## src/rtl/axi_arb_pkg.sv

```systemverilog
// axi_arb_pkg: shared widths, FSM states and master tags for the SRAM-port arbiter.
package axi_arb_pkg;
   localparam int AXI_ID_BITS   = 4;
   localparam int AXI_IDS_BITS  = 8;
   localparam int AXI_ADDR_BITS = 32;
   localparam int AXI_DATA_BITS = 32;
   localparam int AXI_LEN_BITS  = 4;
   localparam int AXI_SIZE_BITS = 3;
   localparam int AXI_STRB_BITS = 4;
   typedef enum logic [1:0] {IDLE, RD, WR} arb_state_t;
   localparam logic [3:0] M0_TAG = 4'd0;
   localparam logic [3:0] M1_TAG = 4'd1;
   localparam logic [1:0] DECERR = 2'b11;
endpackage

```

## src/rtl/rr_arbiter3.sv

```systemverilog
// rr_arbiter3: three-way round-robin arbiter; priority starts after the last granted request.
module rr_arbiter3 (
   input  logic       clk,
   input  logic       rst,
   input  logic [2:0] req,
   input  logic       upd,
   output logic [2:0] gnt
);
   logic [1:0] last_q, last_d;
   logic [2:0] rot, pri;
   always_comb begin
      // rotate so bit 0 is the candidate right after the last grant
      rot = last_q == 2'd0 ? {req[0], req[2], req[1]} : last_q == 2'd1 ? {req[1], req[0], req[2]} : req;
      pri = rot[0] ? 3'b001 : rot[1] ? 3'b010 : rot[2] ? 3'b100 : 3'b000;
      gnt = last_q == 2'd0 ? {pri[1], pri[0], pri[2]} : last_q == 2'd1 ? {pri[0], pri[2], pri[1]} : pri;
      last_d = upd ? (gnt[0] ? 2'd0 : gnt[1] ? 2'd1 : 2'd2) : last_q;
   end
   always_ff @(posedge clk) last_q <= rst ? 2'd2 : last_d;
endmodule

```

## src/rtl/axi_sram_arbiter.sv

```systemverilog
// axi_sram_arbiter: shares the SRAM slave port between fetch (M0) and load/store (M1), one burst at a time.
// Define ARB_FIXED_PRIO_EN for fixed priority AW_M1 > AR_M1 > AR_M0 instead of round-robin.
module axi_sram_arbiter import axi_arb_pkg::*; (
   input  logic                     ACLK,
   input  logic                     ARESET,
   input  logic [AXI_ID_BITS-1:0]   ARID_M0,
   input  logic [AXI_ADDR_BITS-1:0] ARADDR_M0,
   input  logic [AXI_LEN_BITS-1:0]  ARLEN_M0,
   input  logic [AXI_SIZE_BITS-1:0] ARSIZE_M0,
   input  logic [1:0]               ARBURST_M0,
   input  logic                     ARVALID_M0,
   output logic                     ARREADY_M0,
   output logic [AXI_ID_BITS-1:0]   RID_M0,
   output logic [AXI_DATA_BITS-1:0] RDATA_M0,
   output logic [1:0]               RRESP_M0,
   output logic                     RLAST_M0,
   output logic                     RVALID_M0,
   input  logic                     RREADY_M0,
   input  logic [AXI_ID_BITS-1:0]   ARID_M1,
   input  logic [AXI_ADDR_BITS-1:0] ARADDR_M1,
   input  logic [AXI_LEN_BITS-1:0]  ARLEN_M1,
   input  logic [AXI_SIZE_BITS-1:0] ARSIZE_M1,
   input  logic [1:0]               ARBURST_M1,
   input  logic                     ARVALID_M1,
   output logic                     ARREADY_M1,
   output logic [AXI_ID_BITS-1:0]   RID_M1,
   output logic [AXI_DATA_BITS-1:0] RDATA_M1,
   output logic [1:0]               RRESP_M1,
   output logic                     RLAST_M1,
   output logic                     RVALID_M1,
   input  logic                     RREADY_M1,
   input  logic [AXI_ID_BITS-1:0]   AWID_M1,
   input  logic [AXI_ADDR_BITS-1:0] AWADDR_M1,
   input  logic [AXI_LEN_BITS-1:0]  AWLEN_M1,
   input  logic [AXI_SIZE_BITS-1:0] AWSIZE_M1,
   input  logic [1:0]               AWBURST_M1,
   input  logic                     AWVALID_M1,
   output logic                     AWREADY_M1,
   input  logic [AXI_DATA_BITS-1:0] WDATA_M1,
   input  logic [AXI_STRB_BITS-1:0] WSTRB_M1,
   input  logic                     WLAST_M1,
   input  logic                     WVALID_M1,
   output logic                     WREADY_M1,
   output logic [AXI_ID_BITS-1:0]   BID_M1,
   output logic [1:0]               BRESP_M1,
   output logic                     BVALID_M1,
   input  logic                     BREADY_M1,
   output logic [AXI_IDS_BITS-1:0]  ARID_S,
   output logic [AXI_ADDR_BITS-1:0] ARADDR_S,
   output logic [AXI_LEN_BITS-1:0]  ARLEN_S,
   output logic [AXI_SIZE_BITS-1:0] ARSIZE_S,
   output logic [1:0]               ARBURST_S,
   output logic                     ARVALID_S,
   input  logic                     ARREADY_S,
   input  logic [AXI_IDS_BITS-1:0]  RID_S,
   input  logic [AXI_DATA_BITS-1:0] RDATA_S,
   input  logic [1:0]               RRESP_S,
   input  logic                     RLAST_S,
   input  logic                     RVALID_S,
   output logic                     RREADY_S,
   output logic [AXI_IDS_BITS-1:0]  AWID_S,
   output logic [AXI_ADDR_BITS-1:0] AWADDR_S,
   output logic [AXI_LEN_BITS-1:0]  AWLEN_S,
   output logic [AXI_SIZE_BITS-1:0] AWSIZE_S,
   output logic [1:0]               AWBURST_S,
   output logic                     AWVALID_S,
   input  logic                     AWREADY_S,
   output logic [AXI_DATA_BITS-1:0] WDATA_S,
   output logic [AXI_STRB_BITS-1:0] WSTRB_S,
   output logic                     WLAST_S,
   output logic                     WVALID_S,
   input  logic                     WREADY_S,
   input  logic [AXI_IDS_BITS-1:0]  BID_S,
   input  logic [1:0]               BRESP_S,
   input  logic                     BVALID_S,
   output logic                     BREADY_S
);
   arb_state_t state_q, state_d;
   logic [2:0] req, gnt;
   logic idle, rd, wr, ar_hs, aw_hs, w_en, to_m0, unused_bid;
   assign req = {AWVALID_M1, ARVALID_M1, ARVALID_M0};
`ifdef ARB_FIXED_PRIO_EN
   assign gnt = req[2] ? 3'b100 : req[1] ? 3'b010 : req[0] ? 3'b001 : 3'b000;
`else
   rr_arbiter3 u_rr (.clk(ACLK), .rst(ARESET), .req(req), .upd(ar_hs | aw_hs), .gnt(gnt));
`endif
   always_comb begin
      idle = state_q == IDLE;
      rd = state_q == RD;
      wr = state_q == WR;
      ARID_S = gnt[1] ? {M1_TAG, ARID_M1} : gnt[0] ? {M0_TAG, ARID_M0} : '0;
      ARADDR_S = gnt[1] ? ARADDR_M1 : gnt[0] ? ARADDR_M0 : '0;
      ARLEN_S = gnt[1] ? ARLEN_M1 : gnt[0] ? ARLEN_M0 : '0;
      ARSIZE_S = gnt[1] ? ARSIZE_M1 : gnt[0] ? ARSIZE_M0 : '0;
      ARBURST_S = gnt[1] ? ARBURST_M1 : gnt[0] ? ARBURST_M0 : '0;
      ARVALID_S = idle & (gnt[0] | gnt[1]);
      ARREADY_M0 = idle & gnt[0] & ARREADY_S;
      ARREADY_M1 = idle & gnt[1] & ARREADY_S;
      AWID_S = gnt[2] ? {M1_TAG, AWID_M1} : '0;
      AWADDR_S = gnt[2] ? AWADDR_M1 : '0;
      AWLEN_S = gnt[2] ? AWLEN_M1 : '0;
      AWSIZE_S = gnt[2] ? AWSIZE_M1 : '0;
      AWBURST_S = gnt[2] ? AWBURST_M1 : '0;
      AWVALID_S = idle & gnt[2];
      AWREADY_M1 = idle & gnt[2] & AWREADY_S;
      // W may ride along with the winning AW so AW and the first beat can share a cycle
      w_en = wr | (idle & gnt[2]);
      WDATA_S = w_en ? WDATA_M1 : '0;
      WSTRB_S = w_en ? WSTRB_M1 : '0;
      WLAST_S = w_en & WLAST_M1;
      WVALID_S = w_en & WVALID_M1;
      WREADY_M1 = w_en & WREADY_S;
      to_m0 = RID_S[7:4] == M0_TAG;
      RID_M0 = RID_S[3:0];
      RID_M1 = RID_S[3:0];
      RDATA_M0 = RDATA_S;
      RDATA_M1 = RDATA_S;
      RRESP_M0 = RRESP_S;
      RRESP_M1 = RID_S[7:4] == M1_TAG ? RRESP_S : DECERR;
      RLAST_M0 = RLAST_S;
      RLAST_M1 = RLAST_S;
      RVALID_M0 = rd & to_m0 & RVALID_S;
      RVALID_M1 = rd & ~to_m0 & RVALID_S;
      RREADY_S = rd & (to_m0 ? RREADY_M0 : RREADY_M1);
      BID_M1 = BID_S[3:0];
      unused_bid = ^BID_S[7:4];
      BRESP_M1 = BRESP_S;
      BVALID_M1 = wr & BVALID_S;
      BREADY_S = wr & BREADY_M1;
      ar_hs = ARVALID_S & ARREADY_S;
      aw_hs = AWVALID_S & AWREADY_S;
      state_d = idle ? (ar_hs ? RD : aw_hs ? WR : IDLE)
              : rd ? ((RVALID_S & RREADY_S & RLAST_S) ? IDLE : RD)
              : ((BVALID_S & BREADY_S) ? IDLE : WR);
   end
   always_ff @(posedge ACLK) state_q <= ARESET ? IDLE : state_d;
endmodule

```

## config.mk

```make
export PLATFORM = sky130hd
export DESIGN_NAME = axi_sram_arbiter
export DESIGN_NICKNAME = d
export VERILOG_FILES = /design/src/rtl/axi_arb_pkg.sv /design/src/rtl/rr_arbiter3.sv /design/src/rtl/axi_sram_arbiter.sv
export SDC_FILE = /design/constraint.sdc
export NUM_CORES = 1
export LEC_CHECK = 0
export CAP_MARGIN = 10
export CORE_AREA = 8 8 176 178
export CTS_CLUSTER_DIAMETER = 100
export DETAILED_ROUTE_END_ITERATION = 8
export DIE_AREA = 0 0 184 186
export PLACE_DENSITY_LB_ADDON = 0.08
export REMOVE_ABC_BUFFERS = 1
export SETUP_SLACK_MARGIN = 0.3
export SLEW_MARGIN = 10
export SYNTH_ARGS = -nofsm -noshare
export SYNTH_HDL_FRONTEND = slang
export SYNTH_SLANG_ARGS = --single-unit
export TNS_END_PERCENT = 100
```

## constraint.sdc

```tcl
create_clock -name ACLK -period 1.8 [get_ports ACLK]
set_input_delay 0.36 -clock ACLK [delete_from_list [all_inputs] [get_ports ACLK]]
set_output_delay 0.36 -clock ACLK [all_outputs]
set_load 0.1 [all_outputs]
```

== After elaboration in Yosys (flattened, before gate mapping) ==
Cells that the tools add are included.

* Register bits after elaboration: 4
* Bits in latches: 0
* RAM bits: 0
* Bits in read-only memories: 0
* Input bits: 239
* Word-level logic and storage cells: 68
* Memories kept: 0

* Add/subtract/negate cells: 0
* Multiply operators: 0
* Div/mod/pow operators: 0
* Order comparisons: 0
* Equal/unequal tests: 4
* Shift-type cells: 0
* Multiplexer cells: 34
* Bitwise gates (word level): 25
* Reduce and logical (&&, ||, !) cells: 3

{| class="wikitable"
|+ Operator list
! operator !! count
|-
| two-way mux 32 bit || 4
|-
| two-way mux 3 bit || 10
|-
| two-way mux 2 bit || 11
|-
| AND 1 bit || 21
|-
| two-way mux 4 bit || 5
|-
| two-way mux 5 bit || 2
|-
| == test 2 x 1 -> 1 bit, second input constant || 2
|-
| == test 4 x 1 -> 1 bit, second input constant || 1
|-
| zero test 2 bit || 2
|-
| zero test 4 bit || 1
|-
| OR 1 bit || 3
|-
| == test 2 bit, second input constant || 1
|-
| two-way mux 1 bit || 2
|-
| inverter 1 bit || 1
|}

== Longest topological paths before layout ==
* Depth in word-level cells: 13
* Depth in mapped cells: 6
* Depth with buffers taken out: 4

== Cells and area by module ==
Synthesis repeated with hierarchy kept, for this count alone.

* Cell total of the unflattened synthesis: 294
* Area total of the unflattened synthesis: 2098.3 um2

{| class="wikitable"
|+ Modules (own cells, without submodules)
! module !! instances !! cells an instance !! area each (um2) !! seq. area each (um2)
|-
| axi_sram_arbiter || 1 || 275 || 1948.1 || 40.0
|-
| rr_arbiter3 || 1 || 19 || 150.1 || 40.0
|}

== Worst setup path after synthesis ==
OpenSTA, ideal clock, no wires.

* Kind: reg-to-output
* From: register state_q[1]
* To: output port RVALID_M1
* Arrival time: 3.338 ns
* Setup slack: -1.898 ns
* Cell stages (with the launch flop): 3
* Path buffers: 1
* Cell sequence: dfxtp_1 -> buf_2 -> nor4bb_1

* Cells in the longest elaborated chain, start to end: 3

{| class="wikitable"
|+ Ends and longest elaborated chain
! item !! RTL line !! RTL
|-
| start, declared || axi_sram_arbiter.sv:78 || <nowiki>arb_state_t state_q, state_d;</nowiki>
|-
| start signal, assigned || axi_sram_arbiter.sv:136 || <nowiki>always_ff @(posedge ACLK) state_q <= ARESET ? IDLE : state_d;</nowiki>
|-
| == test 2 x 1 -> 1 bit || axi_sram_arbiter.sv:89 || <nowiki>rd = state_q == RD;</nowiki>
|-
| AND 1 bit (2 in series) || axi_sram_arbiter.sv:123 || <nowiki>RVALID_M1 = rd & ~to_m0 & RVALID_S;</nowiki>
|-
| end, declared || axi_sram_arbiter.sv:30 || <nowiki>output logic RVALID_M1,</nowiki>
|}

Every way passes these cells.

== Worst setup path after layout ==
* From: register u_rr.last_q[0]
* To: output port ARADDR_S[17]

* Cells in the longest elaborated chain, start to end: 9
* Elaborated cells on any way between the ends: 11
* Those cells by class: eq/ne (1); mux (9); reduce/logical (1)

{| class="wikitable"
|+ Ends and longest elaborated chain
! item !! RTL line !! RTL
|-
| start, declared || rr_arbiter3.sv:9 || <nowiki>logic [1:0] last_q, last_d;</nowiki>
|-
| start signal, assigned || rr_arbiter3.sv:18 || <nowiki>always_ff @(posedge clk) last_q <= rst ? 2'd2 : last_d;</nowiki>
|-
| == test 2 x 1 -> 1 bit || rr_arbiter3.sv:13, rr_arbiter3.sv:15 ||
|-
| two-way mux 3 bit (2 in series) || rr_arbiter3.sv:13 || <nowiki>rot = last_q == 2'd0 ? {req[0], req[2], req[1]} : last_q == 2'd1 ? {req[1], req[0], req[2]} : req;</nowiki>
|-
| two-way mux 3 bit (2 in series) || rr_arbiter3.sv:14 || <nowiki>pri = rot[0] ? 3'b001 : rot[1] ? 3'b010 : rot[2] ? 3'b100 : 3'b000;</nowiki>
|-
| two-way mux 3 bit (on tied branches) || rr_arbiter3.sv:15, rr_arbiter3.sv:14 ||
|-
| two-way mux 3 bit * || rr_arbiter3.sv:15 || <nowiki>gnt = last_q == 2'd0 ? {pri[1], pri[0], pri[2]} : last_q == 2'd1 ? {pri[0], pri[2], pri[1]} : pri;</nowiki>
|-
| two-way mux 32 bit or two-way mux 3 bit (tied branches) || axi_sram_arbiter.sv:92, rr_arbiter3.sv:15 ||
|-
| two-way mux 32 bit * || axi_sram_arbiter.sv:92 || <nowiki>ARADDR_S = gnt[1] ? ARADDR_M1 : gnt[0] ? ARADDR_M0 : '0;</nowiki>
|-
| end, declared || axi_sram_arbiter.sv:49 || <nowiki>output logic [AXI_ADDR_BITS-1:0] ARADDR_S,</nowiki>
|}

Every way passes the cells marked *; elsewhere a longest branch is shown, timed or not.

==> flow_metrics.py <==
metrics = {
    "final_layout": {
        "layout-drive-gt1-share": 0.6000,
        "final_area_sq_um": 8444,
        "syn2layout_area_growth_pct": 310.0,
        "nets": 831,
    },
    "clock_network": {
        "numCtsBuffers": 3,
        "cts-root-buf": "clkbuf_16",
        "cts.sinks": 4,
        "path_clk_slew_ps": 30,
        "cts.path.max_buffers": 2,
        "cts_tree": "built",
        "h-tree-depth": 1,
        "clk_latency_ps": 220,
        "cts_hold_buf": 0,
    },
    "critical_path": {
        "startpoint_type": "register",
        "worstReg2RegStart": "u_rr.last_q[1]",
        "arrival_ps": 1850,
        "cp.required_ps": 1440,
        "timing.rr.end": "u_rr.last_q[0]",
        "r2r_slack_ps": 150,
        "cp-end-kind": "primary output",
        "crit_fanout": 6,
        "reg2reg_depth": 7,
        "worstSetupPathType": "reg -> out",
    },
    "synth": {
        "synth_edf_count": 0,
        "synthCells": 284,
        "ys_types": 32,
        "syn_area_sq_um": 2059,
        "synth_ff_type": "dfxtp_1",
        "yosys.area.top_type_share": 0.3208,
        "synthTopCellsByCount": "88 x buf_4, 77 x and2_1, 47 x a22o_1, 11 x clkbuf_1, 10 x and2_4",
        "yosys_warnings": 0,
        "seq_area_frac_synth": 0.03888,
        "synthArstFlopShare": 0,
        "synth_area_leader_cell": "buf_4",
        "synth_most_common_cell": "buf_4",
        "yosys-top-cells-area": "buf_4 32%, and2_1 23%, a22o_1 20%",
        "avgSynthCellArea_sq_um": 7.252,
        "synth_seq_cells": 4,
    },
    "global_routing": {
        "antenna_found_initial": 1,
        "grt_max_degree": 14,
        "grt-ovfl-total": 0,
        "grt_usage": 0.1263,
        "grt_pass1_vias": 3892,
        "grt_pass1_wl_microns": 30590,
    },
    "drt": {
        "drc": 0,
        "wl_met3_microns": 4363,
        "antenna_left": 0,
        "dr_wl_met2_microns": 10160,
        "met1_length_microns": 7950,
        "first_iter_violations": 68,
        "wire_per_inst_microns": 23.48,
        "firstDrtPassIters": 4,
        "num_vias": 3383,
        "routed_via_density": 3.470,
        "routed_wl_microns": 22890,
        "top_layer_used": "met5",
    },
    "die": {
        "rows": 62,
        "die_width_microns": 184,
        "dieArea_sq_um": 34220,
        "start_util": 0.07294,
        "design.core.area_sq_um": 28240,
        "die_h_microns": 186,
        "io_pins": 470,
    },
    "timing": {
        "fin_skew_ps": 0.7873,
        "setup_slack_ps": -414.1,
        "rsz0062_at_grt": "true",
        "layout_min_cycle_time_ps": 2214,
        "period_share": 1.230,
        "max_freq_ghz": 0.4516,
        "setup_viol": 136,
        "finalHoldViolCount": 0,
        "slew_violations": 0,
    },
    "placement": {
        "place_ws_ps": -594.1,
        "dp_hpwl_microns": 18330,
        "place.gp.congestion": 0.7712,
        "portBuffers": 339,
        "dpl_cell_area_sq_um": 6869,
    },
    "run_status": {
        "outcome": "complete, but fails checks",
        "violations": "setup timing",
    },
    "pwr": {
        "leakagePower_uw": 0.003522,
        "vdd_drop_max_v": 0.0002204,
        "power-per-cell-area_nw_per_um2": 620.5,
    },
    "job": {
        "maxCapViolations": 0,
    },
    "hold_path": {
        "hp-class": "in -> reg",
        "min_from": "BVALID_S",
        "min_to": "state_q[1]",
        "hold_depth": 3,
    },
}
-- registers in the layout, summed over array words and instances, names as in the netlist --
signal / count
u_rr.last_q: 2
state_q: 2
-- cells by family (layout without fill, tap and decap cells) --
kind of cell / count (synthesis) / after routing / share of synthesized area
simple gates: 111 / 111 / 0.3493
compound gates: 56 / 56 / 0.2309
buf+inv: 111 / 412 / 0.3742
flops: 4 / 4 / 0.03888
mux: 1 / 1 / 0.004860
other cells: 1 / 7 / 0.001821
-- power by group --
| group | switching (uW) | leakage [uW] | internal [uW] |
|---|---|---|---|
| clock | 61.1 | 0.0000370 | 284 |
| sequential | 11.7 | 0.0000348 | 98.9 |
| combinational | 2680 | 0.00345 | 2100 |
-- worst max-delay path by stage --
| stage | cells after the start | start | end | slack [ps] |
|---|---|---|---|---|
| after floorplan | 4 | ARVALID_M0 | ARVALID_S | -2090 |
| after global placement | 7 | ARVALID_M1 | WDATA_S[31] | -580 |
| after detailed placement | 7 | ARVALID_M1 | WDATA_S[17] | -590 |
| after CTS | 8 | u_rr.last_q[0] | WDATA_S[30] | -430 |
| after global routing | 8 | u_rr.last_q[0] | WDATA_S[24] | -460 |
| final | 8 | u_rr.last_q[0] | ARADDR_S[17] | -410 |
-- cells in the final DEF, fill, tap and decap left out, drive strengths merged --
master         instances
and3b                  2
a32o                   1
o211ai                 1
nor2                   3
and4b                  1
clkdlybuf4s50        178
a22o                  47
mux2i                  1
clkbuf                 3
diode                  1
nand2                  3
bufbuf                 2
inv                    3
nor2b                  3
nand3                  2
nor3b                  1
and2                  87
nand2b                 1
dlygate4sd2            4
dlymetal6s2s           3
a21bo                  1
o21ai                  2
a21oi                  2
conb                   6
o22ai                  1
o21ba                  1
nand3b                 3
nor3                   2
nor4                   1
dfxtp                  4
buf                  219
nor4bb                 1
and3                   1
-- critical path, cell delays in order (launching register included) --
cell and delay, ps:
dfxtp_2 310, nand2b_4 130, buf_4 130, a22o_4 250, buf_12 160, buf_12 120, buf_16 130, a22o_4 220
buf_12 160
-- stage by stage --
stage / power, uW / cells / utilization / hold WS (ps) / TNS, ps
finish: 5240 / 975 / 0.2991 / 538.5 / -39970
floorplan: 2315 / 181 / - / 429.1 / -211550
global route: 5406 / 974 / 0.2990 / 595.4 / -47830
detailed placement: 4158 / 926 / 0.2433 / 544.2 / -70660
CTS: 5153 / 966 / 0.2874 / 584.2 / -37660
global placement: 4163 / 926 / 0.2433 / 545.5 / -69110
-- layer usage --
metal  up-vias  track usage
met5         -      0.03107
met4         4      0.02356
met3        18       0.1044
met2       331       0.1996
met1      1548       0.1264
li1       1482            -
-- cell type report --
type | count | area [sq um]
Fill cell | 2913 | 19790
Timing Repair Buffer | 406 | 5976
Multi-Input combinational cell | 174 | 1807
Tap cell | 384 | 480.5
Sequential cell | 4 | 92.59
Clock buffer | 3 | 75.07
Inverter | 3 | 11.26
Antenna cell | 1 | 2.502
-- what timing repair did --
action                                  CTS  global route
buffers inserted                         18             8
cloned                                   19             0
pin swaps                                59            11
endpoints found under the setup margin  149           145
gates resized for setup                 166            53
(Power assumes the default switching activity.)
